### config.mk
export PLATFORM = sky130hd
export DESIGN_NAME = axim
export DESIGN_NICKNAME = d
export VERILOG_FILES = /design/src/rtl/axim_pkg.sv /design/src/rtl/axim.sv
export SDC_FILE = /design/constraint.sdc
export NUM_CORES = 1
export LEC_CHECK = 0
export CAP_MARGIN = 20
export CORE_MARGIN = 5
export CORE_UTILIZATION = 35
export DETAILED_ROUTE_END_ITERATION = 10
export PLACE_DENSITY = 0.79
export SETUP_SLACK_MARGIN = 0.05
export SLEW_MARGIN = 15
export SYNTH_ARGS = -nofsm -noshare
export SYNTH_HDL_FRONTEND = slang
export SYNTH_SLANG_ARGS = --single-unit
### constraint.sdc
create_clock -name i_clk -period 1.8 [get_ports i_clk]
set_clock_uncertainty 0.2 [all_clocks]
set_input_delay 0.36 -clock i_clk [delete_from_list [all_inputs] [get_ports i_clk]]
set_output_delay 0.36 -clock i_clk [all_outputs]
set_load 0.02 [all_outputs]
### src/rtl/axim_pkg.sv
// Shared encodings for the axim AXI4-Lite master: FSM state codes and AXI response codes.
package axim_pkg;

   typedef enum logic [2:0] {
      ST_IDLE  = 3'd0,
      ST_WR    = 3'd1,
      ST_WRESP = 3'd2,
      ST_RD    = 3'd3,
      ST_RDATA = 3'd4,
      ST_DONE  = 3'd5
   } axim_state_e;

   localparam logic [1:0] AXI_RESP_OKAY = 2'b00;

   function automatic logic resp_is_err(input logic [1:0] resp);
      return resp != AXI_RESP_OKAY;
   endfunction

endpackage

### src/rtl/axim.sv
// Single-outstanding AXI4-Lite master bridging a load/store unit request to AW/W/B or AR/R.
// Optional sticky bus-error flag o_bus_err is built only when CIRNO9_AXIM_ERR_EN is defined.
module axim
   import axim_pkg::*;
(
   input  logic        i_clk,
   input  logic        i_rst,
   input  logic        hs_ls4axim_val,
   output logic        hs_axim4ls_rdy,
   input  logic [31:0] i_adr,
   input  logic [31:0] i_wdat,
   input  logic [3:0]  i_wen,
   input  logic        i_ren,
   output logic [31:0] o_rdat,
   output logic [31:0] o_axi_adr,
   output logic        o_awvalid,
   input  logic        i_awready,
   output logic        o_wvalid,
   input  logic        i_wready,
   output logic [31:0] o_wdata,
   output logic [3:0]  o_wstrb,
   input  logic        i_bvalid,
   output logic        o_bready,
   input  logic [1:0]  i_bresp,
   output logic        o_arvalid,
   input  logic        i_arready,
   input  logic        i_rvalid,
   output logic        o_rready,
   input  logic [31:0] i_rdata,
   input  logic [1:0]  i_rresp,
`ifdef CIRNO9_AXIM_ERR_EN
   output logic        o_bus_err,
`endif
   output logic [2:0]  o_dbg_state
);

   // Handshakes: a transfer happens on a rising edge where valid and ready are both 1.
   // Valids are registered and never look at the same-cycle ready.
   axim_state_e state_q;
   logic        nop_q;
   logic [31:0] adr_q;
   logic [31:0] wdata_q;
   logic [3:0]  wstrb_q;
   logic        awvalid_q;
   logic        wvalid_q;
   logic        aw_done_q;
   logic        w_done_q;
   logic        bready_q;
   logic        arvalid_q;
   logic        rready_q;
   logic        rdy_q;
   logic [31:0] rdat_q;

   logic        aw_done_d;
   logic        w_done_d;

   // A flag counts as done in the cycle its handshake fires, so AW and W completing together
   // still leave WR after one cycle.
   assign aw_done_d = aw_done_q | (awvalid_q & i_awready);
   assign w_done_d  = w_done_q  | (wvalid_q  & i_wready);

`ifdef CIRNO9_AXIM_ERR_EN
   logic err_q;
   assign o_bus_err = err_q;
`else
   logic unused_resp;
   assign unused_resp = ^{i_bresp, i_rresp};
`endif

   always_ff @(posedge i_clk) begin
      if (i_rst) begin
         state_q   <= ST_IDLE;
         nop_q     <= 1'b0;
         adr_q     <= '0;
         wdata_q   <= '0;
         wstrb_q   <= '0;
         awvalid_q <= 1'b0;
         wvalid_q  <= 1'b0;
         aw_done_q <= 1'b0;
         w_done_q  <= 1'b0;
         bready_q  <= 1'b0;
         arvalid_q <= 1'b0;
         rready_q  <= 1'b0;
         rdy_q     <= 1'b0;
         rdat_q    <= '0;
`ifdef CIRNO9_AXIM_ERR_EN
         err_q     <= 1'b0;
`endif
      end else begin
         rdy_q <= 1'b0;
         case (state_q)
            ST_IDLE: begin
               if (nop_q) begin
                  // Request with neither read nor write: settle one cycle, then answer with zero data.
                  nop_q   <= 1'b0;
                  rdat_q  <= '0;
                  rdy_q   <= 1'b1;
                  state_q <= ST_DONE;
               end else if (hs_ls4axim_val) begin
                  adr_q   <= i_adr;
                  wdata_q <= i_wdat;
                  wstrb_q <= i_wen;
                  if (i_wen != 4'b0000) begin
                     awvalid_q <= 1'b1;
                     wvalid_q  <= 1'b1;
                     aw_done_q <= 1'b0;
                     w_done_q  <= 1'b0;
                     state_q   <= ST_WR;
                  end else if (i_ren) begin
                     arvalid_q <= 1'b1;
                     state_q   <= ST_RD;
                  end else begin
                     nop_q <= 1'b1;
                  end
               end
            end
            ST_WR: begin
               aw_done_q <= aw_done_d;
               w_done_q  <= w_done_d;
               if (awvalid_q && i_awready) awvalid_q <= 1'b0;
               if (wvalid_q && i_wready)   wvalid_q  <= 1'b0;
               if (aw_done_d && w_done_d) begin
                  bready_q <= 1'b1;
                  state_q  <= ST_WRESP;
               end
            end
            ST_WRESP: begin
               if (i_bvalid) begin
                  bready_q <= 1'b0;
                  rdy_q    <= 1'b1;
                  state_q  <= ST_DONE;
`ifdef CIRNO9_AXIM_ERR_EN
                  if (resp_is_err(i_bresp)) err_q <= 1'b1;
`endif
               end
            end
            ST_RD: begin
               if (i_arready) begin
                  arvalid_q <= 1'b0;
                  rready_q  <= 1'b1;
                  state_q   <= ST_RDATA;
               end
            end
            ST_RDATA: begin
               if (i_rvalid) begin
                  rready_q <= 1'b0;
                  rdat_q   <= i_rdata;
                  rdy_q    <= 1'b1;
                  state_q  <= ST_DONE;
`ifdef CIRNO9_AXIM_ERR_EN
                  if (resp_is_err(i_rresp)) err_q <= 1'b1;
`endif
               end
            end
            ST_DONE: begin
               state_q <= ST_IDLE;
            end
            default: begin
               state_q <= ST_IDLE;
            end
         endcase
      end
   end

   assign hs_axim4ls_rdy = rdy_q;
   assign o_rdat         = rdat_q;
   assign o_axi_adr      = adr_q;
   assign o_awvalid      = awvalid_q;
   assign o_wvalid       = wvalid_q;
   assign o_wdata        = wdata_q;
   assign o_wstrb        = wstrb_q;
   assign o_bready       = bready_q;
   assign o_arvalid      = arvalid_q;
   assign o_rready       = rready_q;
   assign o_dbg_state    = state_q;

endmodule

# Word level (Yosys, flattened, before mapping)
# Index checks and enable logic that the tools add are counted.
# word_totals
input_bits,113
word_cells,100
reg_bits,112
out_inout_bits,109
# op_classes
n_eq_ne,18
mux,44
n_reduce_logical,19
bitwise_logic,5
# op_table
op,n
2-to-1 mux 32 bit,2
one-hot mux 32 bit (2 select lines),1
2-to-1 mux 1 bit,24
2-to-1 mux 3 bit,8
"inequality test 2 bit, second input constant",12
one-hot mux 3 bit (5 select lines),1
one-hot mux 1 bit (2 select lines),7
AND reduction 3 bit,4
AND reduction 6 bit,2
AND reduction 5 bit,2
nonzero test 2 bit,5
"== test 3 x 2 -> 1 bit, second input constant",2
"inequality test 4 bit, second input constant",1
AND reduction 4 bit,1
nonzero test 4 bit,1
"== test 3 x 1 -> 1 bit, second input constant",1
"== test 3 bit, second input constant",1
logical AND 1 bit,3
logical NOT 3 bit,1
"inequality test 3 bit, second input constant",1
one-hot mux 1 bit (3 select lines),1
bitwise AND 1 bit,2
bitwise OR 1 bit,2
NOT 1 bit,1

# Longest topological paths before layout
# Gate-level depths: netlist of the first run.
# logic_depth
depth_word,5
ltp_mapped,9
mapped_depth_nobuf,4

# Worst setup path after synthesis of the first run
# No wires, ideal clock.
# synth_path
path_type,reg-to-reg
from,"register state_q[0], in the netlist o_dbg_state[0]"
to,"register adr_q[0], in the netlist o_axi_adr[0]"
n_path_buf,5
slack_ns,-0.263
t_required_ns,1.468
path_stages_with_launch,10
period_less_slack_ns,2.063
setup_time_ns,0.132
arrival_ns,1.731
cell_sequence,dfxtp_1 buf_2 or3_1 buf_2 or2_1 buf_2 buf_6 buf_6 nand2_1 a21oi_1
# synth_via
elab_chain_cells,2
# synth_rtl
item,line_no,text
from (decl),axim.sv:39,axim_state_e state_q;
from (signal assigned),axim.sv:72,state_q <= ST_IDLE;
from (signal assigned),axim.sv:98,state_q <= ST_DONE;
from (signal assigned),axim.sv:108,state_q <= ST_WR;
logical NOT 3 bit,axim.sv:91,case (state_q)
AND reduction 3 bit (no source line),n/a,
to (signal assigned),axim.sv:100,adr_q <= i_adr;
to (decl),axim.sv:41,logic [31:0] adr_q;
# No other way between the ends.
# A chain may end at the register's enable or synchronous reset.

# Final worst setup path of the first run
# layout_path
from,input i_wen[2]
to,"register state_q[0], in the netlist o_dbg_state[0]"
# layout_via
elab_chain_cells,5
word_cells_on_any_way,7
cone_classes,eq/ne: 1; mux: 4; reduce/logical: 2
# layout_rtl
item,line_no,text
from (decl),axim.sv:12,"input logic [3:0] i_wen,"
nonzero test 4 bit *,axim.sv:103,if (i_wen != 4'b0000) begin
2-to-1 mux 3 bit,axim.sv:103,
2-to-1 mux 3 bit,axim.sv:99,end else if (hs_ls4axim_val) begin
2-to-1 mux 3 bit,axim.sv:93,if (nop_q) begin
one-hot mux 3 bit (5 select lines),axim.sv:91,
to (signal assigned),axim.sv:98,
to (signal assigned),axim.sv:108,
to (signal assigned),axim.sv:111,state_q <= ST_RD;
# Every way passes the cells marked *; elsewhere a longest branch is shown, timed or not. The select of a mux whose other input is x is not followed.

==> flow_summary.toml, run 1 <==
[outcome]
outcome = "finished, violations left"
violations = "negative setup slack"

[worst_setup_path]
slowest_stage = "or4_4"
cp_data_required_time_ns = 1.87
cp_common_cell = "or4_4"
worstSetupEndpointType = "register"
rr_startpoint = "o_dbg_state[0]$_SDFFE_PP0P_"
critPathMaxStageDelay_ns = 0.53
r2r-end = "o_axi_adr[25]$_SDFFE_PP0P_"
cp_max_fo = 3
path_buf_inv = 2
crit_chain = "clkdlybuf4s50_1, or4_4, nor4_2, or4_4, buf_4, mux2i_1"
reg2reg_depth = 7
cp.arrival_ns = 1.93
crit_type = "primary input to register"
reg2reg_slack_ns = -0.06
crit_family = "simple AND/OR/NAND/NOR gates"
startpoint_type = "primary input"

[cts]
clockBufferDepth = 2
cts_made_buffers = 9
cts_num_sinks = 112
path_clk_slew_ns = 0.07
clkLatencyLatePin_ns = 0.34
cts_tree = "yes"
ctsHtreeMaxLevel = 3
cts-root-buf = "clkbuf_16"
cts_hold_buf = 0

[hold_path]
min_from = "i_rst"
hold_path_class = "primary input to register"
worstHoldEndpoint = "o_axi_adr[8]$_SDFFE_PP0P_"
hold-path-cell-count = 2

[detailed_routing]
drt_iter0_drc = 281
drc_errors = 0
wl_per_cell_um = 17.7
dr.pass1.iters = 4
via_count = 4787
ant_nets = 0
finalWirelength_mm = 16.1
routed_via_density = 5.27

[floorplan]
core-area_mm2 = 0.0116
die_h_um = 119
placementRows = 39
io_pins = 222
initial_utilization_pct = 36.0
die_area_mm2 = 0.0142
fp.dieW_um = 119

[synthesis]
synth_top_area_share_pct = 53.8
syn_inst = 518
synth-seq-area-share_pct = 53.8
avgSynthCellArea_um2 = 8.04
synthTopCellsByArea = "dfxtp_1 54%, nand2_1 16%, a21oi_1 13%"
synth_fa_ha_area_share_pct = 0
synthesis.nets = 631
synth_mux_area_share_pct = 0.511
yosys.area_share.simple_pct = 24.4
synth_compound_area_share_pct = 16.1
ys_warn_count = 0
synthArstFlopShare_pct = 0
synth-xor-area-share_pct = 0
synth_top_family_by_area = "simple AND/OR/NAND/NOR gates"
ys_types = 30
ys_seq_elements = 112
synth_common_cells = "172 x nand2_1, 112 x dfxtp_1, 109 x a21oi_1"
synth_edf_count = 0
synth_largest_area_cell = "dfxtp_1"
synth.most_common_cell = "nand2_1"
synth_area_mm2 = 0.00417
synthFlopType = "dfxtp_1"

[global_routing]
antenna_found_initial = 0
grt_pass1_vias = 4758
grt_pass1_wl_mm = 23.3
overflow = 0
grt_max_degree = 66
grtUsageTotal_pct = 19.7

[sta]
worst_slack_ns = -0.0671
hold_viol = 0
finalCritPeriodShare_pct = 104
rsz0062_at_grt = "yes"
slew_viol_final = 0
clock.fmax_ghz = 0.536
setup_tns_ns = -1.02
setup_viol = 47
min_period_ns = 1.87
worst_pin_slew_ns = 0.539
maxSlewHeadroom_pct = 64.1

[placement]
place_worst_setup_slack_ns = -0.516
dp_hpwl_mm = 10.2
io_buffers = 217
gp_congestion = 0.857

[layout]
antenna_cells = 0
drive_gt1_share_pct = 23.7
syn_to_final_growth_pct = 84.4
fillCellCount = 921
num-nets-final = 873

[power_and_ir_drop]
p_per_area_mw_per_mm2 = 1260
leakagePower_nw = 3.35
peakVddDrop_mv = 0.564

[job]
max-cap-violations = 0
[routing by layer]
layer	vias up	global-route usage (%)	part of all wire (%)
met5	-	0	0
met2	207	32.9	49
met4	0	7.60	3.1
met3	38	8.77	9.6
met1	2298	22.1	38
li1	2244	-	-
[worst max path at each step]
stage,startpoint,to,slack [ns],cells past startpoint
floorplan,o_dbg_state[0]$_SDFFE_PP0P_,o_axi_adr[0]$_SDFFE_PP0P_,-0.17,9
global placement,i_wen[0],o_dbg_state[0]$_SDFFE_PP0P_,-0.50,6
detailed placement,i_wen[0],o_dbg_state[0]$_SDFFE_PP0P_,-0.52,6
CTS,o_dbg_state[1]$_SDFFE_PP0P_,o_dbg_state[0]$_SDFFE_PP0P_,-0.06,6
global route,o_dbg_state[0]$_SDFFE_PP0P_,o_axi_adr[25]$_SDFFE_PP0P_,-0.13,7
finish,i_wen[2],o_dbg_state[0]$_SDFFE_PP0P_,-0.07,6
[report_power, final]
part / internal (mW) / switching, mW / leakage (nW)
Clock: 1.10 / 0.855 / 0.148
Combinational: 2.15 / 2.45 / 2.29
Sequential: 2.87 / 0.226 / 0.915
Total: 6.12 / 3.53 / 3.35
[cell type report]
cell class                 count  area, um^2  area share, %
timing repair buffer         276        2760           36.0
clock buffer                  14         285           3.71
clock inverter                 2        10.0          0.130
multi-input combinational    359        2180           28.4
inverter                       2        7.51         0.0977
tap                          143         179           2.33
sequential                   112        2250           29.3
[sequential cells by signal, summed over array words and instances (netlist names), 3 cells and up]
register	cells
o_wstrb	4
o_dbg_state	3
o_axi_adr	32
o_rdat	32
o_wdata	32
[kinds of logic (layout without fill, tap and decap cells)]
kind of cell | Yosys count | in the layout
and+or+nand+nor | 232 | 232
AOI/OAI and AO/OA | 125 | 125
DFF | 112 | 112
buffers and inverters | 47 | 294
muxes | 2 | 2
[what timing repair did]
action / in CTS / in global routing
endpoints found under the setup margin: 192 / 110
resized for setup: 138 / 112
buffers inserted: 6 / 3
pin swaps: 5 / 65
cloned: 2 / 8
[placed cells by master (no fill, tap or decap), types with 3 or more instances in the layout]
cell type	instances
buf_12	9
a21oi_1	59
nand2_2	14
a21oi_2	49
clkdlybuf4s50_1	100
clkbuf_16	17
nand2_4	23
nand2_1	135
nand4_1	34
dfxtp_1	108
nand2b_1	3
buf_6	5
dlygate4sd2_1	115
nor3_1	3
nor2_1	5
buf_4	37
[stage by stage]
stage,total power [mW],hold WS [ns],std cells,cell area [um^2],utilization (%)
CTS,8.78,0.0790,899,7080,61.2
finish,9.65,0.0949,908,7680,66.4
global placement,6.52,0.237,875,6720,58.1
global route,10.1,0.0842,908,7680,66.4
detailed placement,6.60,0.244,875,6720,58.1
floorplan,4.98,0.276,518,4200,-
No activity file was read; power rests on OpenSTA's default activity.
==> inputs of run 2 (changes only) <==
--- a/config.mk
+++ b/config.mk
@@ -9,6 +9,7 @@
 export CORE_MARGIN = 5
 export CORE_UTILIZATION = 35
 export DETAILED_ROUTE_END_ITERATION = 10
+export HOLD_SLACK_MARGIN = 0.02
 export PLACE_DENSITY = 0.79
 export SETUP_SLACK_MARGIN = 0.05
 export SLEW_MARGIN = 15
==> results of run 2 <==
No change in the layout: final DEF, timing and power equal those of run 1.
==> inputs of run 3 (changes only) <==
--- a/config.mk
+++ b/config.mk
@@ -6,9 +6,11 @@
 export NUM_CORES = 1
 export LEC_CHECK = 0
 export CAP_MARGIN = 20
+export CORE_ASPECT_RATIO = 1.25
 export CORE_MARGIN = 5
 export CORE_UTILIZATION = 35
 export DETAILED_ROUTE_END_ITERATION = 10
+export GPL_TIMING_DRIVEN = 0
 export HOLD_SLACK_MARGIN = 0.02
 export PLACE_DENSITY = 0.79
 export SETUP_SLACK_MARGIN = 0.05
==> run 3 against run 2 <==
Against the previous run:
- maximum frequency down 1.3%
- combinational power is 20% lower
- via count fell by 4.3%
- flip-flop and latch count unchanged
- the flow still finishes with violations (negative setup slack)
- largest cell class unchanged
- critical path depth rose by 1
- highest routed layer unchanged
- setup slack got worse by 0.024 ns
==> flow_summary.toml, run 3 (synthesized netlist as in run 1, its figures left out) <==
[outcome]
outcome = "finished, violations left"
violations = "negative setup slack"

[sta]
worst_pin_slew_ns = 0.613
min_period_ns = 1.89
rsz0062_at_grt = "yes"
hold_viol = 0
setup_viol = 42
slew_viol_final = 0
clock.fmax_ghz = 0.529
maxSlewHeadroom_pct = 59.1
worst_slack_ns = -0.0914
finalCritPeriodShare_pct = 105

[hold_path]
hold_path_class = "primary input to register"
min_from = "i_arready"

[detailed_routing]
drt_iter0_drc = 192
routed_via_density = 4.98
ant_nets = 0
wl_per_cell_um = 16.4
drc_errors = 0
finalWirelength_mm = 15.1
via_count = 4579
dr.pass1.iters = 4

[cts]
cts_num_sinks = 112
cts_hold_buf = 0
cts_tree = "yes"
clkLatencyLatePin_ns = 0.34
cts_made_buffers = 9
path_clk_slew_ns = 0.07
clockBufferDepth = 2
cts-root-buf = "clkbuf_16"
ctsHtreeMaxLevel = 3

[floorplan]
die_h_um = 132
die_area_mm2 = 0.0142
initial_utilization_pct = 35.9
core-area_mm2 = 0.0116
fp.dieW_um = 108
placementRows = 44
io_pins = 222

[placement]
gp_congestion = 0.880
placedCellCount = 895
dp_hpwl_mm = 11.4
io_buffers = 216
placed_area_mm2 = 0.00657

[layout]
fin_cells = 920
mostFrequentLayoutCell = "nand2_1"
syn_to_final_growth_pct = 73.1
num-nets-final = 868
final_cell_mix = "145 x nand2_1, 108 x dlygate4sd2_1, 107 x dfxtp_1, 99 x clkdlybuf4s50_1, 84 x a21oi_1"
design_area_mm2 = 0.00721
regArea_mm2 = 0.00225
multi_input_area_mm2 = 0.00201
fillCellCount = 1008
drive_gt1_share_pct = 17.0

[job]
max-cap-violations = 0

[global_routing]
overflow = 0
grt_pass1_wl_mm = 22.9
grt_pass1_vias = 4526
grt_max_degree = 18
antenna_found_initial = 0
grtUsageTotal_pct = 19.9

[worst_setup_path]
slowest_stage = "or3_4"
cp_max_fo = 8
worstSetupEndpointType = "register"
rr_startpoint = "o_dbg_state[1]$_SDFFE_PP0P_"
critPathLaunch = "o_dbg_state[1]$_SDFFE_PP0P_"
path_buf_inv = 3
critPathMaxStageDelay_ns = 0.40
cp_data_required_time_ns = 1.82
crit_chain = "or3_4, or2_1, buf_6, buf_12, clkbuf_16, nand2_2, a21oi_2"
startpoint_type = "register"
cp.arrival_ns = 1.92
crit_family = "simple AND/OR/NAND/NOR gates"
crit_type = "register to register"

[power_and_ir_drop]
p_per_area_mw_per_mm2 = 1210
total_power_mw = 8.74
leakagePower_nw = 3.15
peakVddDrop_mv = 0.542
run 3: timing repair:
action | CTS | global route
gates cloned | 1 | 1
buffers inserted | 6 | 4
setup endpoints to repair | 220 | 108
pin swaps | 8 | 21
gates resized for setup | 142 | 94
run 3: final cells by class:
cell class | count | share of cell area [%]
Inverter | 2 | 0.104
Clock buffer | 9 | 3.12
Clock inverter | 5 | 0.798
Antenna cell | 1 | 0.0347
Buffer | 43 | 3.82
Sequential cell | 112 | 31.3
Multi-Input combinational cell | 359 | 27.9
Tap cell | 161 | 2.79
Timing Repair Buffer | 228 | 30.2
run 3: path summary, 6_finish.rpt:
kind,end,slack (ns),depth (start not counted)
hold reg to reg,o_rdat[25]$_SDFFE_PP0P_,0.25,2
hold / removal,o_arvalid$_SDFFE_PP0P_,0.13,2
setup / recovery,o_axi_adr[9]$_SDFFE_PP0P_,-0.09,7
setup reg to reg,o_axi_adr[9]$_SDFFE_PP0P_,-0.09,7
run 3: layer usage:
| layer | up-vias | GRT usage, % | part of all wire (%) |
|---|---|---|---|
| met4 | 0 | 5.26 | 1.9 |
| met1 | 2128 | 20.4 | 36 |
| li1 | 2232 | - | - |
| met3 | 19 | 9.16 | 10 |
| met2 | 200 | 36.0 | 52 |
| met5 | - | 0 | 0 |
run 3: per-stage QoR:
step                setup TNS, ns  setup slack [ns]  util, %  hold slack [ns]
floorplan                   -7.33            -0.169        -            0.276
global placement           -43.27            -0.516     56.5            0.237
detailed placement         -45.31            -0.540     56.5            0.243
CTS                        -12.00            -0.216     59.2            0.198
global route                -4.97            -0.125     62.0            0.120
finish                      -1.87           -0.0914     62.1            0.128
run 3: power breakdown:
| part | switching, mW | internal [mW] |
|---|---|---|
| registers | 0.252 | 2.87 |
| logic | 2.11 | 1.56 |
| clock network | 0.882 | 1.07 |
